## src/rtl/binary_to_decimal_driver_if.sv

```systemverilog
// Code handshake between a code source and the decimal lamp driver.
// The source drives in_valid/B; the driver answers with in_ready.
interface binary_to_decimal_driver_if;
  logic       in_valid;
  logic       in_ready;
  logic [3:0] B;

  modport master (
    output in_valid,
    output B,
    input  in_ready
  );

  modport slave (
    input  in_valid,
    input  B,
    output in_ready
  );
endinterface

```

## src/rtl/binary_to_decimal_driver.sv

```systemverilog
// Accepts a 4-bit code, lights the matching decimal lamp for HOLD_CYCLES,
// blanks for GAP_CYCLES, then pulses done and returns to IDLE.
module binary_to_decimal_driver #(
  parameter int HOLD_CYCLES = 4,
  parameter int GAP_CYCLES  = 1
) (
  input  logic                        clk,
  input  logic                        rst,
  binary_to_decimal_driver_if.slave   bus,
  output logic [9:0]                  O,
  output logic                        busy,
  output logic                        err,
  output logic                        done
);

  localparam int MAX_CYCLES = (HOLD_CYCLES > GAP_CYCLES) ? HOLD_CYCLES : GAP_CYCLES;
  localparam int CW         = $clog2(MAX_CYCLES + 1);
  localparam int GAP_LOAD_I = (GAP_CYCLES > 0) ? (GAP_CYCLES - 1) : 0;

  localparam logic [CW-1:0] HOLD_LOAD = CW'(HOLD_CYCLES - 1);
  localparam logic [CW-1:0] GAP_LOAD  = CW'(GAP_LOAD_I);

  typedef enum logic [1:0] {
    IDLE = 2'd0,
    SHOW = 2'd1,
    GAP  = 2'd2
  } state_t;

  state_t          state_q;
  logic [CW-1:0]   cnt_q;
  logic [3:0]      code_q;
  logic [9:0]      o_q;
  logic            err_q;
  logic            done_q;
  logic            busy_q;
  logic            ready_q;

  // Illegal codes (>9) map to a dark display rather than wrapping.
  function automatic logic [9:0] decode(input logic [3:0] code);
    logic [9:0] lamp;
    if (code <= 4'd9) begin
      lamp = 10'd1 << code;
    end else begin
      lamp = 10'd0;
    end
    return lamp;
  endfunction

  // Sequencer: accept, hold the lamp, blank for the gap, then signal done.
  always_ff @(posedge clk) begin
    if (rst) begin
      state_q <= IDLE;
      cnt_q   <= '0;
      code_q  <= 4'd0;
      o_q     <= 10'd0;
      err_q   <= 1'b0;
      done_q  <= 1'b0;
      busy_q  <= 1'b0;
      ready_q <= 1'b1;
    end else begin
      done_q <= 1'b0;
      case (state_q)
        IDLE: begin
          if (bus.in_valid && ready_q) begin
            code_q  <= bus.B;
            o_q     <= decode(bus.B);
            err_q   <= (bus.B > 4'd9);
            cnt_q   <= HOLD_LOAD;
            state_q <= SHOW;
            busy_q  <= 1'b1;
            ready_q <= 1'b0;
          end else begin
            o_q     <= 10'd0;
            busy_q  <= 1'b0;
            ready_q <= 1'b1;
          end
        end
        SHOW: begin
          if (cnt_q == '0) begin
            o_q <= 10'd0;
            if (GAP_CYCLES > 0) begin
              state_q <= GAP;
              cnt_q   <= GAP_LOAD;
            end else begin
              state_q <= IDLE;
              busy_q  <= 1'b0;
              ready_q <= 1'b1;
              done_q  <= 1'b1;
            end
          end else begin
            // Refresh from the captured code so B is never looked at here.
            o_q   <= decode(code_q);
            cnt_q <= cnt_q - {{(CW-1){1'b0}}, 1'b1};
          end
        end
        GAP: begin
          o_q <= 10'd0;
          if (cnt_q == '0) begin
            state_q <= IDLE;
            busy_q  <= 1'b0;
            ready_q <= 1'b1;
            done_q  <= 1'b1;
          end else begin
            cnt_q <= cnt_q - {{(CW-1){1'b0}}, 1'b1};
          end
        end
        default: begin
          state_q <= IDLE;
          cnt_q   <= '0;
          o_q     <= 10'd0;
          busy_q  <= 1'b0;
          ready_q <= 1'b1;
        end
      endcase
    end
  end

  assign O            = o_q;
  assign busy         = busy_q;
  assign err          = err_q;
  assign done         = done_q;
  assign bus.in_ready = ready_q;

endmodule

```

## src/flat_wrapper.sv

```systemverilog
// flat-port wrapper written by rule: the top's interface ports become plain ports
module binary_to_decimal_driver_flat 
#(
  parameter int HOLD_CYCLES = 4,
  parameter int GAP_CYCLES  = 1
)
  (clk, rst, O, busy, err, done, bus_in_valid, bus_B, bus_in_ready);
  binary_to_decimal_driver_if bus_i ();
  input  logic clk;
  input  logic rst;
  output logic [9:0] O;
  output logic busy;
  output logic err;
  output logic done;
  input wire logic [$bits(bus_i.in_valid)-1:0] bus_in_valid;
  input wire logic [$bits(bus_i.B)-1:0] bus_B;
  output wire logic [$bits(bus_i.in_ready)-1:0] bus_in_ready;
  assign bus_i.in_valid = bus_in_valid;
  assign bus_i.B = bus_B;
  assign bus_in_ready = bus_i.in_ready;
  binary_to_decimal_driver #(.HOLD_CYCLES(HOLD_CYCLES), .GAP_CYCLES(GAP_CYCLES)) u_core (.clk(clk), .rst(rst), .bus(bus_i), .O(O), .busy(busy), .err(err), .done(done));
endmodule
```

## config.mk

```make
export PLATFORM = sky130hd
export DESIGN_NAME = binary_to_decimal_driver_flat
export DESIGN_NICKNAME = d
export VERILOG_FILES = /design/src/rtl/binary_to_decimal_driver_if.sv /design/src/rtl/binary_to_decimal_driver.sv /design/src/flat_wrapper.sv
export SDC_FILE = /design/constraint.sdc
export NUM_CORES = 1
export LEC_CHECK = 0
export CELL_PAD_IN_SITES_DETAIL_PLACEMENT = 1
export CELL_PAD_IN_SITES_GLOBAL_PLACEMENT = 2
export CORE_MARGIN = 2
export CORE_UTILIZATION = 29
export DETAILED_ROUTE_END_ITERATION = 6
export PLACE_DENSITY_LB_ADDON = 0.1
export SYNTH_ARGS = -nofsm -noshare
export SYNTH_HDL_FRONTEND = slang
export SYNTH_SLANG_ARGS = --single-unit
```

## constraint.sdc

```tcl
create_clock -name clk -period 1.9 [get_ports clk]
set_input_delay 0.38 -clock clk [delete_from_list [all_inputs] [get_ports clk]]
set_output_delay 0.38 -clock clk [all_outputs]
set_load 0.005 [all_outputs]
```

==> metrics.txt <==
post-route minimum period 1735 ps; reg2reg start u_core.cnt_q[0]$_SDFFE_PP0P_; Max Clock Freq 0.5762 GHz; Clk pwr share 18.8%; post-route antenna net violation count 0; number of fill cells 387; post-route insts no fill 184; largest net degree at the start of global routing 15; Max Slew Vio Count 0; final worst clock skew 3.126 ps; net count after synthesis 121; part of the power in registers 46.2%; postcts setup bufs 0; ys async rst share 0%; CTS Root Cell clkbuf_4; drt first pass iters 4; CTS buffer count 3; Gate Count Post-Synth 112; sequential cell area 460.4 sq um; Switching Fraction 35.07%; Distinct cells, synth 37; max-cap violations 0; CTS sink cnt 23; Tot Pwr 0.001243 W; dpl cells 180; Post-Place Cell Area 1282 sq um; 1st-iter DRT viols 12; Ant. Diodes 0; global-route wire length before repair 4450 microns; multiplexer share of the synthesized area 1.001%; P_sw 0.0004358 W; share of cells above drive strength 1 11.59%; Post-Synth Adder-Cell Area 2.503%; Seq cells post-synth 23; clk slew on worst S/H paths 130 ps; critical hold path startpoint u_core.err$_SDFFE_PP0P_; via count 930; number of global-route vias before repair 979; total core area 3311 sq um; final wirelength 2569 microns; post-synthesis compound-gate area fraction 18.27%; GRT Util Overall 14.15%; arrival time worst endpoint 1980 ps; post-synthesis xor/xnor area fraction 0.8761%; antenna violations before repair 0; Starting Density 30.20%; top_reg_cell synth dfxtp_1; RSZ-0062 raised after global routing no; # H-tree levels 1; Post-Synth Simple-Gate Area 28.16%; startpoint types flip-flop; Mean Syn Cell Area 8.926 sq um; maximum vdd drop 0.0003441 V; internal power 0.0008068 W; worst setup path category reg -> reg; Hold-fix buffers, CTS 0; Synth Warn # 0; Post-synth EDFFs 0; CP startpoint u_core.cnt_q[0]$_SDFFE_PP0P_; row cnt 21; nets 148; Boundary Pins 21; Rel. slew slack 73.26%; fin area 1310 sq um; TNS Setup 0 ps; # DRC 0; status complete, no violations; buffers added on ports 20; die width 62.72 microns; routability cong. 0.7498; Area growth syn-to-layout 31.04%; crit path max fanout 5; CTS resizes 0; Finish-stage setup viols 0; Cell Area, Synth 999.7 sq um; HPWL Detailed 1973 microns; Final Hold Fails 0; combinational share of power 35.0%; sequential share of the synthesized area 46.06%; clock latency on the worst-skew pair 310 ps; Routed wire per std cell 13.96 microns; Hold WC Path Type reg -> reg; gr ovfl total 0; CP Capture Type flip-flop; slew at the pin with the worst max-slew slack 398.0 ps; final worst-path cycle share 91.34%; P_leak 0.4461 nW; vias per inst 5.054; die area 3933 sq um; largest family of logic cells by synthesized area simple AND/OR/NAND/NOR gates; Crit path required time 2150 ps; clk buf depth 2; CTS tree done; area of the multi-input gates 508.0 sq um; pwr/cell area 948.6 nW/um^2; Die Y 62.72 microns
[area by class of cell]
class | instances | area share (%)
timing repair buffer | 25 | 18.15
multi-input combinational | 81 | 38.78
tap | 46 | 4.393
clock buffer | 3 | 1.719
clock inverter | 1 | 0.3820
sequential | 23 | 35.15
inverter | 5 | 1.433
[routing by layer]
| metal | global-route usage, % | part of all wire, % | vias to the layer above |
|---|---|---|---|
| met1 | 16.95 | 45 | 457 |
| met3 | 2.342 | 2.4 | 2 |
| li1 | - | - | 457 |
| met4 | 5.556 | 0.74 | 0 |
| met2 | 25.13 | 52 | 14 |
| met5 | 0 | 0 | - |
[synthesized netlist by cell type, types with 2 or more instances]
| cell | n | share of area, % |
|---|---|---|
| ha_1 | 2 | 2.5 |
| a21oi_1 | 5 | 2.5 |
| nor3_1 | 3 | 1.5 |
| o22ai_1 | 8 | 5.0 |
| nand3_1 | 6 | 3.0 |
| o21ai_0 | 2 | 1.0 |
| a211oi_1 | 2 | 1.5 |
| dfxtp_1 | 23 | 46 |
| nand2_1 | 14 | 5.3 |
| nor2_1 | 10 | 3.8 |
| inv_1 | 5 | 1.9 |
| o32ai_2 | 2 | 3.3 |
| nand2b_1 | 3 | 1.9 |
| nand3b_1 | 4 | 3.0 |
[metrics by stage]
step | util (%) | setup WS [ps] | hold slack, ps
after floorplan | - | 499.2 | 436.3
after global placement | 38.74 | 85.61 | 440.3
after detailed placement | 38.74 | 71.51 | 454.0
after CTS | 39.57 | 146.5 | 473.5
after global routing | 39.57 | 25.97 | 501.9
final | 39.57 | 164.6 | 464.0
[flip-flops by register name, summed over array words and instances, names as in the netlist]
name	flops
u_core.busy	1
u_core.O	10
u_core.bus.in_ready	1
u_core.cnt_q	3
u_core.state_q	2
u_core.code_q	4
u_core.done	1
u_core.err	1
[worst paths after layout]
path	to	slack (ps)	depth (start not counted)
setup reg to reg	u_core.O[0]$_SDFF_PP0_	160	6
hold / removal	u_core.err$_SDFFE_PP0P_	460	2
setup / recovery	u_core.O[0]$_SDFF_PP0_	160	6
hold reg to reg	u_core.err$_SDFFE_PP0P_	460	2
[critical path: stages, from the launching register on]
cell and delay, ps:
dfxtp_1 330, inv_1 90, ha_1 230, nor2b_1 190, nor3b_2 350, nand3_1 260
o22ai_1 220
[power by group through the flow]
stage	sequential, W	clock (W)	combinational (W)
6_report	0.000575	0.000233	0.000435
5_1_grt	0.000584	0.000274	0.000491
4_1_cts	0.000576	0.000257	0.000442
3_5_place_dp	0.000586	0	0.000440
3_3_place_gp	0.000585	0	0.000430
2_1_floorplan	0.000581	0	0.000289
[logic make-up after synthesis]
logic type	after synthesis
compound gates	25
xor+xnor	1
fa+ha+maj	2
buf+inv	8
flops	23
mux	1
simple gates	52
[cells in the final DEF (no fill, tap or decap), types with 2 or more instances in the layout]
master | netlist | routed
dfxtp_1 | 23 | 23
clkdlybuf4s50_1 | 0 | 20
nand2_1 | 14 | 14
nor2_1 | 10 | 10
o22ai_1 | 8 | 8
nand3_1 | 6 | 6
inv_1 | 5 | 5
a21oi_1 | 5 | 5
buf_4 | 0 | 5
nand3b_1 | 4 | 4
nand2b_1 | 3 | 3
nor3_1 | 3 | 3
clkbuf_4 | 0 | 3
o21ai_0 | 2 | 2
a211oi_1 | 2 | 2
o32ai_2 | 2 | 2
ha_1 | 2 | 2
Note: power is estimated with default switching activity, not from simulation.
